`src/rtl/hex_display_arbiter_if.sv`:
```
// Bundle between the two display requesters and the hex display arbiter.
// Requester side drives req/data, arbiter side drives grant and scan outputs.
interface hex_display_arbiter_if;
    logic [1:0]  req;
    logic [31:0] data0;
    logic [31:0] data1;
    logic [1:0]  grant;
    logic [7:0]  anodes;
    logic [3:0]  nibble;
    logic        frame_start;

    modport master (
        output req, data0, data1,
        input  grant, anodes, nibble, frame_start
    );

    modport slave (
        input  req, data0, data1,
        output grant, anodes, nibble, frame_start
    );
endinterface

```
`src/rtl/hex_display_arbiter.sv`:
```
// Round-robin owner of the 8-digit hex display with frame-aligned snapshots,
// minimum hold time in frames and one blank digit period between owners.
module hex_display_arbiter #(
    parameter int SCAN_DIV    = 1024,
    parameter int HOLD_FRAMES = 16
) (
    input logic clk,
    input logic rst_n,
    hex_display_arbiter_if.slave bus
);
    localparam int CW = $clog2(SCAN_DIV);
    localparam int FW = $clog2(HOLD_FRAMES + 1);
    localparam logic [CW-1:0] CMAX = CW'(SCAN_DIV - 1);
    localparam logic [FW-1:0] FMAX = FW'(HOLD_FRAMES);

    typedef enum logic [1:0] {IDLE, OWN, SWITCH} state_t;

    state_t        state, state_n;
    logic          w, w_n;
    logic          rr, rr_n;
    logic [CW-1:0] cnt, cnt_n;
    logic [2:0]    idx, idx_n;
    logic [FW-1:0] fc, fc_n;
    logic [31:0]   snap, snap_n;
    logic          fs, fs_n;

    logic          tick, bound, win;
    logic [FW-1:0] fc_inc;
    logic [31:0]   own_data, win_data;

    assign tick     = (cnt == CMAX);
    assign bound    = tick && (idx == 3'd7);
    assign win      = (bus.req == 2'b11) ? rr : bus.req[1];
    assign win_data = win ? bus.data1 : bus.data0;
    assign own_data = w ? bus.data1 : bus.data0;
    assign fc_inc   = (fc == FMAX) ? fc : fc + 1'b1;

    always_ff @(posedge clk or negedge rst_n) begin
        if (!rst_n) begin
            state <= IDLE;
            w     <= 1'b0;
            rr    <= 1'b0;
            cnt   <= '0;
            idx   <= '0;
            fc    <= '0;
            snap  <= '0;
            fs    <= 1'b0;
        end else begin
            state <= state_n;
            w     <= w_n;
            rr    <= rr_n;
            cnt   <= cnt_n;
            idx   <= idx_n;
            fc    <= fc_n;
            snap  <= snap_n;
            fs    <= fs_n;
        end
    end

    always_comb begin
        state_n = state;
        w_n     = w;
        rr_n    = rr;
        cnt_n   = cnt;
        idx_n   = idx;
        fc_n    = fc;
        snap_n  = snap;
        fs_n    = 1'b0;
        unique case (state)
            IDLE: begin
                if (|bus.req) begin
                    state_n = OWN;
                    w_n     = win;
                    snap_n  = win_data;
                    cnt_n   = '0;
                    idx_n   = '0;
                    fc_n    = '0;
                end
            end
            OWN: begin
                cnt_n = tick ? '0 : cnt + 1'b1;
                idx_n = tick ? idx + 3'd1 : idx;
                if (!bus.req[w]) begin
                    rr_n    = ~w;
                    cnt_n   = '0;
                    idx_n   = '0;
                    state_n = bus.req[~w] ? SWITCH : IDLE;
                end else if (bound) begin
                    fc_n = fc_inc;
                    // Hold expired and the other side waits: hand over.
                    if (fc_inc == FMAX && bus.req[~w]) begin
                        rr_n    = ~w;
                        cnt_n   = '0;
                        idx_n   = '0;
                        state_n = SWITCH;
                    end else begin
                        snap_n = own_data;
                        fs_n   = 1'b1;
                    end
                end
            end
            SWITCH: begin
                cnt_n = cnt + 1'b1;
                if (tick) begin
                    cnt_n = '0;
                    idx_n = '0;
                    fc_n  = '0;
                    if (|bus.req) begin
                        state_n = OWN;
                        w_n     = win;
                        snap_n  = win_data;
                    end else begin
                        state_n = IDLE;
                    end
                end
            end
            default: state_n = IDLE;
        endcase
    end

    assign bus.grant       = (state == OWN) ? {w, ~w} : 2'b00;
    assign bus.anodes      = (state == OWN) ? (8'b1 << idx) : 8'b0;
    assign bus.nibble      = (state == OWN) ? snap[{idx, 2'b00} +: 4] : 4'b0;
    assign bus.frame_start = fs;
endmodule

```
`src/flat_wrapper.sv`:
```
// flat-port wrapper written by rule: the top's interface ports become plain ports
module hex_display_arbiter_flat 
#(
    parameter int SCAN_DIV    = 1024,
    parameter int HOLD_FRAMES = 16
)
  (clk, rst_n, bus_req, bus_data0, bus_data1, bus_grant, bus_anodes, bus_nibble, bus_frame_start);
  hex_display_arbiter_if bus_i ();
  input logic clk;
  input logic rst_n;
  input wire logic [$bits(bus_i.req)-1:0] bus_req;
  input wire logic [$bits(bus_i.data0)-1:0] bus_data0;
  input wire logic [$bits(bus_i.data1)-1:0] bus_data1;
  output wire logic [$bits(bus_i.grant)-1:0] bus_grant;
  output wire logic [$bits(bus_i.anodes)-1:0] bus_anodes;
  output wire logic [$bits(bus_i.nibble)-1:0] bus_nibble;
  output wire logic [$bits(bus_i.frame_start)-1:0] bus_frame_start;
  assign bus_i.req = bus_req;
  assign bus_i.data0 = bus_data0;
  assign bus_i.data1 = bus_data1;
  assign bus_grant = bus_i.grant;
  assign bus_anodes = bus_i.anodes;
  assign bus_nibble = bus_i.nibble;
  assign bus_frame_start = bus_i.frame_start;
  hex_display_arbiter #(.SCAN_DIV(SCAN_DIV), .HOLD_FRAMES(HOLD_FRAMES)) u_core (.clk(clk), .rst_n(rst_n), .bus(bus_i));
endmodule
```
`config.mk`:
```
export PLATFORM = sky130hd
export DESIGN_NAME = hex_display_arbiter_flat
export DESIGN_NICKNAME = d
export VERILOG_FILES = /design/src/rtl/hex_display_arbiter_if.sv /design/src/rtl/hex_display_arbiter.sv /design/src/flat_wrapper.sv
export SDC_FILE = /design/constraint.sdc
export NUM_CORES = 1
export LEC_CHECK = 0
export CELL_PAD_IN_SITES_DETAIL_PLACEMENT = 1
export CELL_PAD_IN_SITES_GLOBAL_PLACEMENT = 1
export CORE_UTILIZATION = 40
export DETAILED_ROUTE_END_ITERATION = 16
export PLACE_DENSITY_LB_ADDON = 0.1
export SLEW_MARGIN = 0
export SYNTH_ARGS = -nofsm -noshare
export SYNTH_HDL_FRONTEND = slang
export SYNTH_SLANG_ARGS = --single-unit
```
`constraint.sdc`:
```
create_clock -name clk -period 3.5 [get_ports clk]
set_clock_uncertainty 0.1 [all_clocks]
set_input_delay 1.05 -clock clk [delete_from_list [all_inputs] [get_ports clk]]
set_output_delay 1.05 -clock clk [all_outputs]
set_load 0.01 [all_outputs]
```
# After elaboration in Yosys (flattened, before gate mapping)
# Cells that the tools add are included.
[word_totals]
n_memories = 0
reg_bits = 55
ram_bits = 0
input_bits = 68
output_inout_bits = 15
rom_bits = 0
word_cells = 98
latchBits = 0
[op_classes]
bitwise = 1
mul = 0
mux = 53
shifts = 2
addsub = 3
div_mod_pow = 0
reduce_logical = 13
n_eq_ne = 16
n_lt_le_gt_ge = 2
[ops]
columns = ["cell", "count"]
rows = [
  ["$mux W32", 7],
  ["$pmux W32 S3", 1],
  ["$mux W10", 5],
  ["$shiftx A32 B6 Y4", 1],
  ["$pmux W10 S3", 1],
  ["$mux W5", 5],
  ["$mux W3", 6],
  ["$mux W1", 15],
  ["$pmux W5 S3", 1],
  ["$mux W2", 7],
  ["$add A10 B1 Y10 const B", 1],
  ["$eq A10 B10 Y1 const B", 1],
  ["$eq A5 B5 Y1 const B", 2],
  ["$ne A2 B1 Y1 const B", 5],
  ["$reduce_and A5 Y1", 2],
  ["$pmux W3 S3", 1],
  ["$mux W8", 1],
  ["$shl A1 B3 Y8 const A", 1],
  ["$pmux W2 S3", 1],
  ["$reduce_and A3 Y1", 2],
  ["$add A5 B1 Y5 const B", 1],
  ["$eq A2 B2 Y1 const B", 2],
  ["$lt A1 B2 Y1 const B", 2],
  ["$mux W4", 1],
  ["other kinds (15)", 18],
]

# Depth between registers and ports, before layout
[depth]
ltp_word = 8
ltp_mapped = 9
ltp_nobuf = 8

# Worst setup path before layout
# No wires, ideal clock.
[synth_timing]
path_kind = "reg-to-output"
startpoint = "register u_core.idx[0]"
endpoint = "output port bus_nibble[1]"
slack_ns = 0.775
required_ns = 2.350
t_arrival_ns = 1.575
path_stages_with_launch = 5
n_path_buf = 1
path_cell_list = "dfrtp_1 buf_1 mux4_2 nand2_1 a21oi_1"
[synth_via]
elab_chain_len = 2
[synth_rtl]
columns = ["element", "line", "source"]
rows = [
  ["start, declared", "hex_display_arbiter.sv:22", "logic [2:0] idx, idx_n;"],
  ["start signal, assigned", "hex_display_arbiter.sv:53", "idx <= idx_n;"],
  ["$shiftx A32 B6 Y4", "hex_display_arbiter.sv:123", "assign bus.nibble = (state == OWN) ? snap[{idx, 2'b00} +: 4] : 4'b0;"],
  ["$mux W4", "hex_display_arbiter.sv:123", ""],
  ["end, declared", "flat_wrapper.sv:16", "output wire logic [$bits(bus_i.nibble)-1:0] bus_nibble;"],
]
# No other way between the ends.

# Final worst setup path
[layout_timing]
startpoint = "register u_core.state[1]"
endpoint = "output port bus_nibble[0]"
[layout_via]
elab_chain_len = 2
[layout_rtl]
columns = ["element", "line", "source"]
rows = [
  ["start, declared", "hex_display_arbiter.sv:18", "state_t state, state_n;"],
  ["start signal, assigned", "hex_display_arbiter.sv:49", "state <= state_n;"],
  ["$eq A2 B1 Y1", "hex_display_arbiter.sv:123", ""],
  ["$mux W4", "hex_display_arbiter.sv:123", ""],
]
# No other way between the ends.

==> run metrics <==
Hold Worst Slack=between 300 and 400 ps; Syn-to-layout area delta=29.5%; average size of a mapped cell=about 12 um2; Root Driver=clkbuf_8; Synthesized Nets=around 390; sw power=around 1.1 mW; Synth top cells by count=dfrtp_1 (55), mux2_2 (38), nand2_1 (34); fmax=311 MHz; Slew headroom=about three fifths; via/cell ratio=roughly 5.3; Max Slew Vio Count=0; Hold Path Class=reg -> reg; Final Critical Period=~3200 ps; yosys warns=0; Tcrit/Tclk final=between 90% and 100%; R2R depth=8; drt total wl=approximately 8.4 mm; unrepaired setup endpoints after global routing=no; GRT met3 Usage=under 10%; share of flip-flops with an asynchronous set or reset=100%; First-pass DRT Iterations=4; die footprint=9320 um2; final sum of negative setup slack=0 ps; Layout Nets=around 480; ant diodes=0; sequential fraction of the synthesis area=around 39%; cts bufs inserted=5; most numerous cell in the Yosys netlist=dfrtp_1; count of different cell masters after synthesis=53; CTS max path bufs=2; P_leak=2.00 nW; clock-pin slew on the worst setup and hold paths=around 100 ps; CTS tree=yes; Initial Utilization=41.2%; Peak VDD IR=approximately 0.00029 V; Post-synth EDFFs=0; grt met1 use=approximately 27%; met2 Track Usage GR=approximately 32%; R2R Path End=u_core.snap[27]; Internal Pwr Total=around 2.1 mW; Logic pwr share=56.8%; Post-synth top flop=dfrtp_1; WHS Path Cells=1; startpoint types=register; clock network power share=a little under an eighth; Iter 0 DRT Violations=92; Setup Buffers After CTS=0; Sw Ratio=between 30 and 40%; clock sinks=55; status=completed; Seq pwr share=a little under a third; Worst Setup Path Type=reg -> out; total core area=approximately 8700 um2; share of the synthesized area in the top cell type=38.5%; GRT Total Usage=around a fifth; Fillers=between 900 and 1000; largest cells by area after synthesis=dfrtp_1 (39%), mux2_4 (13%), mux2_2 (12%); pin count of the biggest net entering global routing=34; final hold viol count=0; post-CTS sizing=0; H-tree levels=2; GRT Residual Overflow=0; gp weighted congestion=approximately 0.77; Least-Margin Pin Slew=~600 ps; first-pass GRT wire length=~14 mm; post-DR wirelength/cell=16.6 um; initial antenna violation count=0; Worst Path Max Fanout=10; Setup violations, final=0; worst hold endpoint=u_core.cnt[9]; max cap viols=0; # rows=34; DRT antenna net count=0; Worst Setup SP=u_core.state[1]; Port-buffer cells=a little over 80; dpl hpwl=approximately 6.6 mm; routed vias=2686; vias in the first global route=2748; #FFs+latches synth=55; hold_sp=u_core.cnt[9]; hold buffers post-CTS=0; register-to-register setup slack=between 800 and 900 ps; Critical Path AT=around 2100 ps; Mapped Area=~3600 um2; Top Usage Layer GRT=met2; PwrDens=703 nW/um2; post-synth top area cell=dfrtp_1; synthesized netlist cell count=about 310; # IOs=83; reg-to-reg critical path startpoint=u_core.idx[1]; Chip Width=96.5 um; layout cells sized above 1=roughly 27%; die height=between 90 and 100 um; clock latency at the later pin of the worst-skew pair=just over 300 ps; # DRC=0; data required time of the critical path=~2400 ps; CP Capture Type=output pin
-- sequential cells by signal, indices dropped and copies added (netlist names) --
signal                  flops
u_core.snap                32
u_core.cnt                 10
u_core.fc                   5
u_core.idx                  3
u_core.state                2
u_core.bus.frame_start      1
u_core.rr                   1
u_core.w                    1
-- routing by layer --
metal,up-vias,share of wire (%)
met5,-,0
met4,0,1.0
met3,10,4.1
met2,58,48
met1,1330,47
li1,1288,-
-- cell type report --
type	instances	area, um2	area share (%)
Sequential cell	55	1380	29.7
Clock buffer	7	86.3	1.87
Inverter	11	41.3	0.892
Timing Repair Buffer	94	931	20.1
Tap cell	108	135	2.92
Multi-Input combinational cell	228	2050	44.3
Clock inverter	1	8.76	0.189
-- power by group through the flow --
stage                     Combinational, mW  Clock, mW  Sequential (mW)
final                                  1.85      0.375             1.03
after global routing                   2.01      0.412             1.06
after CTS                              1.88      0.389             1.03
after detailed placement               1.88          0             1.04
after global placement                 1.83          0             1.03
after floorplan                        1.52          0            0.982
-- how the worst max path moves through the flow --
stage,endpoint,slack [ps]
detailed placement,u_core.snap[27],170
CTS,bus_nibble[0],210
floorplan,bus_nibble[1],780
finish,bus_nibble[0],280
global placement,u_core.snap[27],230
global route,bus_grant[0],70
-- worst max-delay path: stages, from the launching register on --
cell,delay (ps)
dfrtp_1,430
inv_1,90
ha_1,170
clkinv_1,270
a21oi_1,210
clkdlybuf4s50_1,590
-- kinds of logic (layout without fill, tap and decap cells) --
family                   after synthesis  in the layout  share of synthesized area, %
AND/OR/NAND/NOR                       85             85                          12.6
multiplexers                          78             78                          30.2
flip-flops                            55             55                          38.5
AO/OA/AOI/OAI                         50             50                          9.52
buffers and inverters                 22            113                          4.17
adder cells (fa/ha/maj)               13             13                          4.55
XOR/XNOR                               2              2                         0.490
-- metrics by stage --
| step | total power [mW] | instances | area, um2 | setup WS, ps | utilization, % |
|---|---|---|---|---|---|
| after floorplan | 2.50 | 305 | 3570 | 775 | - |
| after global placement | 2.86 | 496 | 4530 | 225 | 52.2 |
| after detailed placement | 2.92 | 496 | 4530 | 171 | 52.2 |
| after CTS | 3.30 | 504 | 4630 | 209 | 53.3 |
| after global routing | 3.48 | 504 | 4630 | 72.9 | 53.3 |
| final | 3.25 | 504 | 4630 | 282 | 53.3 |
-- cells in the final DEF, fill, tap and decap left out, types with 2 or more instances in the layout --
| cell type | count |
|---|---|
| a31oi_1 | 3 |
| ha_1 | 13 |
| nand3b_1 | 2 |
| o21ai_0 | 20 |
| a21oi_1 | 9 |
| nand2_1 | 34 |
| mux4_2 | 8 |
| nor2_1 | 10 |
| nor2b_1 | 2 |
| inv_1 | 10 |
| clkdlybuf4s50_1 | 81 |
| o31ai_1 | 4 |
| and3_1 | 10 |
| nor3_1 | 3 |
| clkbuf_8 | 6 |
| buf_4 | 10 |
| dfrtp_1 | 55 |
| o211ai_1 | 2 |
| mux2_4 | 30 |
| nand4_1 | 3 |
| mux2_2 | 38 |
| and2_1 | 3 |
| buf_12 | 2 |
| mux2i_1 | 2 |
| nand3_1 | 6 |
(Power assumes the default switching activity.)
